### src/rtl/hazard_scoreboard_if.sv
`default_nettype none
// ============================================================================
// hazard_scoreboard_if : decode-side request and hazard/tag response bundle
// Revision: 1.0
// ============================================================================

interface hazard_scoreboard_if #(
  parameter int CNT_W = 16
);
  // Decode-stage instruction and pipeline control, driven by the controller
  logic             ID_VALID;
  logic [4:0]       RS;
  logic [4:0]       RT;
  logic             USES_RS;
  logic             USES_RT;
  logic [4:0]       RD;
  logic             WB_EN;
  logic             MEM_READ;
  logic             FLUSH;
  logic             MEM_READY;

  // Hazard controls and in-flight destination tags, driven by the scoreboard
  logic             STALL;
  logic             BUBBLE;
  logic             WB_EN_EX;
  logic [4:0]       RD_EX;
  logic             MEM_READ_EX;
  logic             WB_EN_MEM;
  logic [4:0]       RD_MEM;
  logic             WB_EN_WB;
  logic [4:0]       RD_WB;
  logic [CNT_W-1:0] STALL_CYCLES;

  modport master (
    output ID_VALID, RS, RT, USES_RS, USES_RT, RD, WB_EN, MEM_READ, FLUSH, MEM_READY,
    input  STALL, BUBBLE, WB_EN_EX, RD_EX, MEM_READ_EX, WB_EN_MEM, RD_MEM,
           WB_EN_WB, RD_WB, STALL_CYCLES
  );

  modport slave (
    input  ID_VALID, RS, RT, USES_RS, USES_RT, RD, WB_EN, MEM_READ, FLUSH, MEM_READY,
    output STALL, BUBBLE, WB_EN_EX, RD_EX, MEM_READ_EX, WB_EN_MEM, RD_MEM,
           WB_EN_WB, RD_WB, STALL_CYCLES
  );
endinterface

`default_nettype wire

### src/rtl/hazard_scoreboard.sv
`default_nettype none
// ============================================================================
// hazard_scoreboard : EX/MEM/WB destination tag tracking, load-use stall and
//                     bubble generation, memory freeze, flush, stall counter.
// Revision: 1.0
// ============================================================================

module hazard_scoreboard #(
  parameter int CNT_W = 16
) (
  input  wire logic          clk,
  input  wire logic          rst,
  hazard_scoreboard_if.slave bus
);

  typedef struct packed {
    logic       wb_en;
    logic [4:0] rd;
    logic       mem_read;
  } ex_tag_t;

  // Past EX only the write tag matters to forwarding.
  typedef struct packed {
    logic       wb_en;
    logic [4:0] rd;
  } ret_tag_t;

  localparam logic [CNT_W-1:0] CNT_MAX = '1;
  localparam logic [CNT_W-1:0] CNT_ONE = CNT_W'(1);

  ex_tag_t          ex_q, ex_d, dec_tag;
  ret_tag_t         mem_q, mem_d, wb_q, wb_d;
  logic [CNT_W-1:0] cnt_q, cnt_d;
  logic             ex_live, rs_hit, rt_hit, load_use;
  logic             stall, bubble;

  // An invalid decode slot enters EX as an all-zero NOP tag.
  always_comb begin
    dec_tag = '0;
    if (bus.ID_VALID) begin
      dec_tag.wb_en    = bus.WB_EN;
      dec_tag.rd       = bus.RD;
      dec_tag.mem_read = bus.MEM_READ;
    end
  end

  assign ex_live  = ex_q.wb_en && (ex_q.rd != 5'd0);
  assign rs_hit   = bus.USES_RS && (bus.RS == ex_q.rd);
  assign rt_hit   = bus.USES_RT && (bus.RT == ex_q.rd);
  assign load_use = bus.ID_VALID && ex_live && ex_q.mem_read && (rs_hit || rt_hit);

  always_comb begin
    stall  = 1'b0;
    bubble = 1'b0;
    ex_d   = ex_q;
    mem_d  = mem_q;
    wb_d   = wb_q;
    cnt_d  = cnt_q;
    if (!bus.MEM_READY) begin
      stall = 1'b1;
    end else begin
      mem_d.wb_en = ex_q.wb_en;
      mem_d.rd    = ex_q.rd;
      wb_d        = mem_q;
      ex_d        = '0;
      if (bus.FLUSH) begin
        bubble = 1'b1;
      end else if (load_use) begin
        stall  = 1'b1;
        bubble = 1'b1;
        if (cnt_q != CNT_MAX) begin
          cnt_d = cnt_q + CNT_ONE;
        end
      end else begin
        ex_d = dec_tag;
      end
    end
  end

  always_ff @(posedge clk or posedge rst) begin
    if (rst) begin
      ex_q  <= '0;
      mem_q <= '0;
      wb_q  <= '0;
      cnt_q <= '0;
    end else begin
      ex_q  <= ex_d;
      mem_q <= mem_d;
      wb_q  <= wb_d;
      cnt_q <= cnt_d;
    end
  end

  assign bus.STALL        = stall;
  assign bus.BUBBLE       = bubble;
  assign bus.WB_EN_EX     = ex_q.wb_en;
  assign bus.RD_EX        = ex_q.rd;
  assign bus.MEM_READ_EX  = ex_q.mem_read;
  assign bus.WB_EN_MEM    = mem_q.wb_en;
  assign bus.RD_MEM       = mem_q.rd;
  assign bus.WB_EN_WB     = wb_q.wb_en;
  assign bus.RD_WB        = wb_q.rd;
  assign bus.STALL_CYCLES = cnt_q;

endmodule

`default_nettype wire
### src/flat_wrapper.sv
// flat-port wrapper written by rule: the top's interface ports become plain ports
module hazard_scoreboard_flat 
#(
  parameter int CNT_W = 16
)
  (clk, rst, bus_ID_VALID, bus_RS, bus_RT, bus_USES_RS, bus_USES_RT, bus_RD, bus_WB_EN, bus_MEM_READ, bus_FLUSH, bus_MEM_READY, bus_STALL, bus_BUBBLE, bus_WB_EN_EX, bus_RD_EX, bus_MEM_READ_EX, bus_WB_EN_MEM, bus_RD_MEM, bus_WB_EN_WB, bus_RD_WB, bus_STALL_CYCLES);
  hazard_scoreboard_if #(.CNT_W(CNT_W)) bus_i ();
  input  wire logic clk;
  input  wire logic rst;
  input wire logic [$bits(bus_i.ID_VALID)-1:0] bus_ID_VALID;
  input wire logic [$bits(bus_i.RS)-1:0] bus_RS;
  input wire logic [$bits(bus_i.RT)-1:0] bus_RT;
  input wire logic [$bits(bus_i.USES_RS)-1:0] bus_USES_RS;
  input wire logic [$bits(bus_i.USES_RT)-1:0] bus_USES_RT;
  input wire logic [$bits(bus_i.RD)-1:0] bus_RD;
  input wire logic [$bits(bus_i.WB_EN)-1:0] bus_WB_EN;
  input wire logic [$bits(bus_i.MEM_READ)-1:0] bus_MEM_READ;
  input wire logic [$bits(bus_i.FLUSH)-1:0] bus_FLUSH;
  input wire logic [$bits(bus_i.MEM_READY)-1:0] bus_MEM_READY;
  output wire logic [$bits(bus_i.STALL)-1:0] bus_STALL;
  output wire logic [$bits(bus_i.BUBBLE)-1:0] bus_BUBBLE;
  output wire logic [$bits(bus_i.WB_EN_EX)-1:0] bus_WB_EN_EX;
  output wire logic [$bits(bus_i.RD_EX)-1:0] bus_RD_EX;
  output wire logic [$bits(bus_i.MEM_READ_EX)-1:0] bus_MEM_READ_EX;
  output wire logic [$bits(bus_i.WB_EN_MEM)-1:0] bus_WB_EN_MEM;
  output wire logic [$bits(bus_i.RD_MEM)-1:0] bus_RD_MEM;
  output wire logic [$bits(bus_i.WB_EN_WB)-1:0] bus_WB_EN_WB;
  output wire logic [$bits(bus_i.RD_WB)-1:0] bus_RD_WB;
  output wire logic [$bits(bus_i.STALL_CYCLES)-1:0] bus_STALL_CYCLES;
  assign bus_i.ID_VALID = bus_ID_VALID;
  assign bus_i.RS = bus_RS;
  assign bus_i.RT = bus_RT;
  assign bus_i.USES_RS = bus_USES_RS;
  assign bus_i.USES_RT = bus_USES_RT;
  assign bus_i.RD = bus_RD;
  assign bus_i.WB_EN = bus_WB_EN;
  assign bus_i.MEM_READ = bus_MEM_READ;
  assign bus_i.FLUSH = bus_FLUSH;
  assign bus_i.MEM_READY = bus_MEM_READY;
  assign bus_STALL = bus_i.STALL;
  assign bus_BUBBLE = bus_i.BUBBLE;
  assign bus_WB_EN_EX = bus_i.WB_EN_EX;
  assign bus_RD_EX = bus_i.RD_EX;
  assign bus_MEM_READ_EX = bus_i.MEM_READ_EX;
  assign bus_WB_EN_MEM = bus_i.WB_EN_MEM;
  assign bus_RD_MEM = bus_i.RD_MEM;
  assign bus_WB_EN_WB = bus_i.WB_EN_WB;
  assign bus_RD_WB = bus_i.RD_WB;
  assign bus_STALL_CYCLES = bus_i.STALL_CYCLES;
  hazard_scoreboard #(.CNT_W(CNT_W)) u_core (.clk(clk), .rst(rst), .bus(bus_i));
endmodule
### config.mk
export PLATFORM = sky130hd
export DESIGN_NAME = hazard_scoreboard_flat
export DESIGN_NICKNAME = d
export VERILOG_FILES = /design/src/rtl/hazard_scoreboard_if.sv /design/src/rtl/hazard_scoreboard.sv /design/src/flat_wrapper.sv
export SDC_FILE = /design/constraint.sdc
export NUM_CORES = 1
export LEC_CHECK = 0
export CORE_ASPECT_RATIO = 1.2
export CORE_MARGIN = 5
export CORE_UTILIZATION = 47
export DETAILED_ROUTE_END_ITERATION = 16
export PLACE_DENSITY = 0.85
export SLEW_MARGIN = 20
export SYNTH_ARGS = -nofsm -noshare
export SYNTH_HDL_FRONTEND = slang
export SYNTH_SLANG_ARGS = --single-unit
### constraint.sdc
create_clock -name clk -period 3.95 [get_ports clk]
set_input_delay 0.5925 -clock clk [delete_from_list [all_inputs] [get_ports clk]]
set_output_delay 0.5925 -clock clk [all_outputs]
set_load 0.02 [all_outputs]
# Word-level counts from Yosys, hierarchy flattened
# Cells that the tools add are included.
dict set report totals {
  wordCells 30
  latchBits 0
  mem_bits_rw 0
  n_memories 0
  reg_bits 35
  mem_bits_ro 0
}
dict set report op_classes {
  mux 8
  n_mul 0
  n_addsub 1
  reduce_logical 9
  bitwise 1
  n_eq_ne 3
  shift 0
  n_div 0
  magnitude_cmp 0
}
# cell count
set op_table {}
lappend op_table {{two-way mux 7 bit} 3}
lappend op_table {{adder 16 x 1 -> 16 bit, second input constant} 1}
lappend op_table {{inequality test 16 bit, second input constant} 1}
lappend op_table {{== test 5 bit} 2}
lappend op_table {{logical AND 1 bit} 6}
lappend op_table {{two-way mux 1 bit} 5}
lappend op_table {{nonzero test 5 bit} 1}
lappend op_table {{AND reduction 4 bit} 1}
lappend op_table {{logical OR 1 bit} 1}
lappend op_table {{inverter 1 bit} 1}

# Logic depth before layout (Yosys ltp)
# Gate-level depths: netlist (run 1).
dict set report depth {
  ltp_word 8
  mapped_depth 8
  ltp_nobuf 7
}

# Worst setup path after synthesis (run 1)
# No wires, ideal clock.
dict set report synth_timing {
  path_kind {in2out}
  start {input bus_RT[2]}
  end {output bus_STALL}
  required_ns 3.357
  path_stages 6
  slack_ns 1.544
  arrival_time_ns 1.814
  path_buffers 1
  cell_sequence {xnor2_1 > nand4_1 > o22ai_1 > nand2_1 > buf_2 > o21ai_0}
}
dict set report synth_between {
  elab_chain_len 7
}
# element line
set synth_rtl {}
lappend synth_rtl {{from (decl)} flat_wrapper.sv:12} ;# input wire logic [$bits(bus_i.RT)-1:0] bus_RT;
lappend synth_rtl {{== test 5 bit} hazard_scoreboard.sv:49} ;# assign rt_hit = bus.USES_RT && (bus.RT == ex_q.rd);
lappend synth_rtl {{logical AND 1 bit} hazard_scoreboard.sv:49}
lappend synth_rtl {{logical OR 1 bit} hazard_scoreboard.sv:50} ;# assign load_use = bus.ID_VALID && ex_live && ex_q.mem_read && (rs_hit || rt_hit);
lappend synth_rtl {{logical AND 1 bit} hazard_scoreboard.sv:50}
lappend synth_rtl {{two-way mux 1 bit} hazard_scoreboard.sv:68} ;# end else if (load_use) begin
lappend synth_rtl {{two-way mux 1 bit} hazard_scoreboard.sv:66} ;# if (bus.FLUSH) begin
lappend synth_rtl {{two-way mux 1 bit} hazard_scoreboard.sv:59} ;# if (!bus.MEM_READY) begin
lappend synth_rtl {{to (decl)} flat_wrapper.sv:20} ;# output wire logic [$bits(bus_i.STALL)-1:0] bus_STALL;
# No other way between the ends.

# Worst setup path in the final report (run 1)
# Ends and elaborated chain as after synthesis.

==> results.sh, run 1 <==
export IMPL_core_sq_um=3340
export IMPL_yosys_warnings=0
export IMPL_hold_class="flip-flop to flip-flop"
export IMPL_finalSetupTns_ps=0
export IMPL_via_per_inst=5.58
export IMPL_synth_top_area_share_pct=54.3
export IMPL_wl_met2_mm=2.04
export IMPL_cpPeakStageDelay_ps=640
export IMPL_remaining_drc_errors=0
export IMPL_seqPwrFrac_pct=50.4
export IMPL_top_layer_used="met4"
export IMPL_clockRootBuffer="clkbuf_8"
export IMPL_grt_max_degree=32
export IMPL_cp_arrival_ps=2810
export IMPL_clkTransAtPathRegs_ps=70
export IMPL_drv_cap=0
export IMPL_netlist_top_cells_area="dfrtp_1 54%, xnor2_1 11%, mux2_2 9.1%"
export IMPL_slew_headroom_pct=58.6
export IMPL_synth_cells=133
export IMPL_async_reset_ff_share_pct=100
export IMPL_p_leak_nw=1.01
export IMPL_fin_crit_ps=3400
export IMPL_synth_edff_count=0
export IMPL_worstSetupStartpointType="input port"
export IMPL_numCtsBuffers=5
export IMPL_initial_core_util_pct=48.3
export IMPL_final_instance_count_excl_fill=236
export IMPL_drt_iter0_markers=64
export IMPL_worstPathCellList="clkdlybuf4s50_1 -> xnor2_1 -> nand4_1 -> o22ai_1 -> nand2_1 -> o21ai_0 -> clkdlybuf4s50_1"
export IMPL_grt_pass1_wl_mm=6.87
export IMPL_hold_viol=0
export IMPL_track_usage_pct=18.5
export IMPL_rsz0062_at_grt="false"
export IMPL_dieArea_sq_um=4700
export IMPL_ctsHtreeMaxLevel=2
export IMPL_cpMostUsedCell="clkdlybuf4s50_1"
export IMPL_crit_slowest_cell="clkdlybuf4s50_1"
export IMPL_drive_gt1_share_pct=13.1
export IMPL_dp_cells=229
export IMPL_hold_slack_ps=505
export IMPL_timing_final_ws_setup_ps=549
export IMPL_grt_pass1_vias=1431
export IMPL_port_buffers=60
export IMPL_p_clk_share_pct=33.8
export IMPL_final_util_pct=70.2
export IMPL_wl_met1_mm=1.70
export IMPL_yosysMostFrequentCell="dfrtp_1"
export IMPL_cts_hold_buffers=0
export IMPL_wl_per_cell_um=17.6
export IMPL_pwr_share_comb_pct=15.8
export IMPL_outcome="finished clean"
export IMPL_slew_viol_final=0
export IMPL_skew_ps=2.31
export IMPL_cts_sinks=35
export IMPL_area_delta_synth_final_pct=45.4
export IMPL_wl_met3_um=346
export IMPL_setup_viol=0
export IMPL_post_cts_resized=0
export IMPL_rows=23
export IMPL_tightest_slew_ps=620
export IMPL_required_ps=3360
export IMPL_clockBufferDepth=2
export IMPL_internal_power_uw=578
export IMPL_syn_area_per_cell_sq_um=12.1
export IMPL_netlist_area_sq_um=1610
export IMPL_place_congestion=0.839
export IMPL_synth_ff_type="dfrtp_1"
export IMPL_synth_seq_cells=35
export IMPL_irDropWorstVdd_mv=0.328
export IMPL_ys_seq_area_share_pct=54.3
export IMPL_wl_mm=4.14
export IMPL_crit_fanout=12
export IMPL_grt_overflow=0
export IMPL_synthTopCellsByCount="35 x dfrtp_1, 21 x xnor2_1, 13 x mux2_2, 8 x nand2_1, 8 x nand4_1"
export IMPL_crit_type="input port to primary output"
export IMPL_antenna_cells=0
export IMPL_switching_share_pct=24.6
export IMPL_layout_nets=224
export IMPL_cts_tree="done"
export IMPL_num_vias=1316
export IMPL_crit_path_end_kind="primary output"
export IMPL_die_h_um=74.1
export IMPL_powerDensity_nw_per_um2=327
export IMPL_pin_count=61
export IMPL_cts_setup_buffers=0
export IMPL_yosys_cell_types_count=28
export IMPL_drt_pass1_iter_count=4
export IMPL_die_w_um=63.5
export IMPL_dp_slack_ps=598
export IMPL_timing_fmax_mhz=294
export IMPL_p_switching_uw=188
export IMPL_period_share_pct=86.1
export IMPL_clock_latency_ps=280
export IMPL_postRouteAntennaNets=0
export IMPL_antenna_found_initial=0
export IMPL_hpwl_mm=3.11
export IMPL_n_fill_cell=266
export IMPL_synth_fp_nets=158
export IMPL_yosysTopAreaCell="dfrtp_1"
-- sequential cells by signal, indices dropped and copies added (netlist names) --
| register | count |
|---|---|
| u_core.bus.WB_EN_WB | 1 |
| u_core.bus.WB_EN_MEM | 1 |
| u_core.bus.MEM_READ_EX | 1 |
| u_core.bus.WB_EN_EX | 1 |
| u_core.bus.RD_EX | 5 |
| u_core.bus.STALL_CYCLES | 16 |
| u_core.bus.RD_WB | 5 |
| u_core.bus.RD_MEM | 5 |
-- cell usage in the layout (no fill, tap or decap) --
cell type        Yosys  routed
clkdlybuf4s50_1      0      60
dfrtp_1             35      35
xnor2_1             21      21
mux2_2              13      13
nand4_1              8       8
nand2_1              8       8
nand3_1              7       7
a32o_1               7       7
clkbuf_8             0       6
nor2_1               5       5
and3_1               3       3
xor2_1               3       3
buf_4                0       3
nor3_1               2       2
inv_1                3       2
o21ai_0              2       2
o22ai_1              1       1
or3_1                1       1
o311a_1              1       1
clkinv_1             1       1
nand2b_1             1       1
and4_1               1       1
and4_4               1       1
a21bo_2              1       1
o41a_1               1       1
a31oi_1              1       1
inv_2                0       1
or2b_1               1       1
ha_1                 1       1
clkinv_2             0       1
-- worst paths after layout --
| path | start | to | slack (ps) | cells after the start |
|---|---|---|---|---|
| min | u_core.bus.STALL_CYCLES[12]$_DFFE_PP0P_ | u_core.bus.STALL_CYCLES[12]$_DFFE_PP0P_ | 510 | 1 |
| min reg2reg | u_core.bus.STALL_CYCLES[12]$_DFFE_PP0P_ | u_core.bus.STALL_CYCLES[12]$_DFFE_PP0P_ | 510 | 1 |
| max in group asynchronous | rst | u_core.bus.RD_WB[3]$_DFFE_PP0P_ | 2720 | 3 |
| max | bus_RT[2] | bus_STALL | 550 | 7 |
| max reg2reg | u_core.bus.RD_EX[4]$_DFFE_PP0P_ | u_core.bus.STALL_CYCLES[15]$_DFFE_PP0P_ | 2000 | 5 |
| min in group asynchronous | rst | u_core.bus.RD_WB[0]$_DFFE_PP0P_ | 700 | 2 |
-- metrics by stage --
stage,instance area [sq um],power (mW)
after floorplan,1610,0.446
after global placement,2260,0.511
after detailed placement,2260,0.515
after CTS,2340,0.774
after global routing,2340,0.795
final,2340,0.767
-- worst max-delay path, delay by kind of cell --
kind	cells	cell delay [ps]
XOR/XNOR	1	120
buffers and inverters	2	1130
AND/OR/NAND/NOR	2	430
AO/OA/AOI/OAI	2	540
-- cell families after synthesis --
family | count (synthesis) | share of synthesized area (%)
AND/OR/NAND/NOR | 38 | 12.6
flip-flops | 35 | 54.3
XOR/XNOR | 24 | 13.0
AO/OA/AOI/OAI | 14 | 7.69
multiplexers | 13 | 9.08
buffers and inverters | 8 | 2.48
adder cells (fa/ha/maj) | 1 | 0.776
-- metal layers --
metal / vias up / GRT usage (%)
li1: 613 / -
met1: 637 / 20.4
met2: 60 / 32.4
met3: 6 / 7.25
met4: 0 / 7.16
met5: - / 0
-- final cells by class --
| class | count | area (sq um) | area share [%] |
|---|---|---|---|
| Clock inverter | 1 | 5.00 | 0.214 |
| Inverter | 4 | 15.0 | 0.641 |
| Sequential cell | 35 | 876 | 37.4 |
| Multi-Input combinational cell | 90 | 696 | 29.7 |
| Clock buffer | 6 | 82.6 | 3.52 |
| Tap cell | 37 | 46.3 | 1.98 |
| Timing Repair Buffer | 63 | 623 | 26.6 |
-- power by group through the flow --
stage / logic (mW) / clock network [mW] / registers, mW
global placement: 0.119 / 0 / 0.392
global route: 0.129 / 0.278 / 0.388
detailed placement: 0.122 / 0 / 0.393
CTS: 0.123 / 0.265 / 0.387
finish: 0.121 / 0.259 / 0.386
floorplan: 0.0378 / 0 / 0.408
(Power assumes the default switching activity.)
==> run 2, diff against run 1 <==
Settings changed: MAX_ROUTING_LAYER from default to met4, SKIP_LAST_GASP from default to 1.
==> results.sh, run 2 (synthesis gave the netlist of run 1 again) <==
export IMPL_die_w_um=63.5
export IMPL_crit_slowest_cell="clkdlybuf4s50_1"
export IMPL_cts_tree="done"
export IMPL_rows=23
export IMPL_core_sq_um=3340
export IMPL_layout_commonest_cell="clkdlybuf4s50_1"
export IMPL_grt_pass1_wl_mm=6.85
export IMPL_post_cts_resized=0
export IMPL_period_share_pct=85.9
export IMPL_finalSetupTns_ps=0
export IMPL_skew_ps=6.03
export IMPL_drt_pass1_iter_count=4
export IMPL_cpMostUsedCell="clkdlybuf4s50_1"
export IMPL_wl_mm=4.13
export IMPL_hold_class="flip-flop to flip-flop"
export IMPL_powerDensity_nw_per_um2=327
export IMPL_num_vias=1324
export IMPL_hold_viol=0
export IMPL_drive_gt1_share_pct=13.1
export IMPL_slew_viol_final=0
export IMPL_antenna_found_initial=0
export IMPL_clkTransAtPathRegs_ps=60
export IMPL_grt_max_degree=32
export IMPL_ctsHtreeMaxLevel=2
export IMPL_path_buf_inv=2
export IMPL_hold_slack_ps=503
export IMPL_worstSetupStartpointType="input port"
export IMPL_cp_arrival_ps=2800
export IMPL_rsz0062_at_grt="false"
export IMPL_place_congestion=0.852
export IMPL_cpPeakStageDelay_ps=640
export IMPL_hpwl_mm=3.11
export IMPL_irDropWorstVdd_mv=0.329
export IMPL_crit_fanout=12
export IMPL_worstPathCellList="clkdlybuf4s50_1 -> xnor2_1 -> nand4_1 -> o22ai_1 -> nand2_1 -> o21ai_0 -> clkdlybuf4s50_1"
export IMPL_via_per_inst=5.61
export IMPL_clockRootBuffer="clkbuf_8"
export IMPL_fin_crit_ps=3390
export IMPL_path_delay_family="buffers and inverters"
export IMPL_clock_latency_ps=280
export IMPL_final_cell_mix="60 x clkdlybuf4s50_1, 35 x dfrtp_1, 21 x xnor2_1"
export IMPL_area_delta_synth_final_pct=45.4
export IMPL_dieArea_sq_um=4700
export IMPL_p_leak_nw=1.01
export IMPL_largest_reg_flops=16
export IMPL_cts_hold_buffers=0
export IMPL_grt_overflow=0
export IMPL_drv_cap=0
export IMPL_slew_headroom_pct=58.5
export IMPL_cts_setup_buffers=0
export IMPL_timing_fmax_mhz=295
export IMPL_numCtsBuffers=5
export IMPL_track_usage_pct=19.1
export IMPL_port_buffers=60
export IMPL_pin_count=61
export IMPL_crit_type="input port to primary output"
export IMPL_drt_iter0_markers=71
export IMPL_tightest_slew_ps=621
export IMPL_outcome="finished clean"
export IMPL_required_ps=3360
export IMPL_wl_per_cell_um=17.5
export IMPL_postRouteAntennaNets=0
export IMPL_antenna_cells=0
export IMPL_layout_nets=224
export IMPL_initial_core_util_pct=48.3
export IMPL_grt_pass1_vias=1433
export IMPL_clockBufferDepth=2
export IMPL_n_fill_cell=266
export IMPL_setup_viol=0
export IMPL_crit_path_end_kind="primary output"
export IMPL_cts_sinks=35
export IMPL_die_h_um=74.1
export IMPL_remaining_drc_errors=0
run 2: area by class of cell:
class	instances	area, sq um	share of cell area, %
clock buffer	6	82.6	3.52
clock inverter	1	5.00	0.214
inverter	4	15.0	0.641
multi-input combinational	90	696	29.7
sequential	35	876	37.4
tap	37	46.3	1.98
timing repair buffer	63	623	26.6
run 2: power breakdown:
part           leakage, nW  switching [mW]  internal [mW]
registers            0.475          0.0133          0.373
clock network       0.0470           0.123          0.137
logic                0.489          0.0522         0.0687
run 2: metal layers:
metal / vias up / wire length, um / global-route usage (%)
met5: - / 0 / -
met4: 0 / 62 / 7.16
met3: 7 / 321 / 6.80
met2: 58 / 2040 / 32.3
met1: 648 / 1720 / 20.6
li1: 611 / - / -
run 2: worst reg2reg max path: stages (launching register included):
cell,delay [ps]
dfrtp_1,460
or3_1,390
o311a_1,330
nand2_1,330
nor3_1,130
xor2_1,160
run 2: worst paths after layout:
| check | startpoint | to | slack, ps | cells past startpoint |
|---|---|---|---|---|
| setup reg to reg | u_core.bus.RD_EX[4]$_DFFE_PP0P_ | u_core.bus.STALL_CYCLES[15]$_DFFE_PP0P_ | 2000 | 5 |
| hold / removal | u_core.bus.STALL_CYCLES[12]$_DFFE_PP0P_ | u_core.bus.STALL_CYCLES[12]$_DFFE_PP0P_ | 500 | 1 |
| max in group asynchronous | rst | u_core.bus.RD_WB[3]$_DFFE_PP0P_ | 2720 | 3 |
| min in group asynchronous | rst | u_core.bus.RD_WB[0]$_DFFE_PP0P_ | 700 | 2 |
| hold reg to reg | u_core.bus.STALL_CYCLES[12]$_DFFE_PP0P_ | u_core.bus.STALL_CYCLES[12]$_DFFE_PP0P_ | 500 | 1 |
| setup / recovery | bus_RT[2] | bus_STALL | 560 | 7 |
run 2: metrics by stage:
stage	power, mW	area, sq um	worst slack, ps	instances	util, %
after detailed placement	0.515	2260	598	229	67.6
final	0.767	2340	556	236	70.2
after global placement	0.511	2260	673	229	67.6
after CTS	0.774	2340	567	236	70.2
after global routing	0.795	2340	431	236	70.2
after floorplan	0.446	1610	1540	133	-
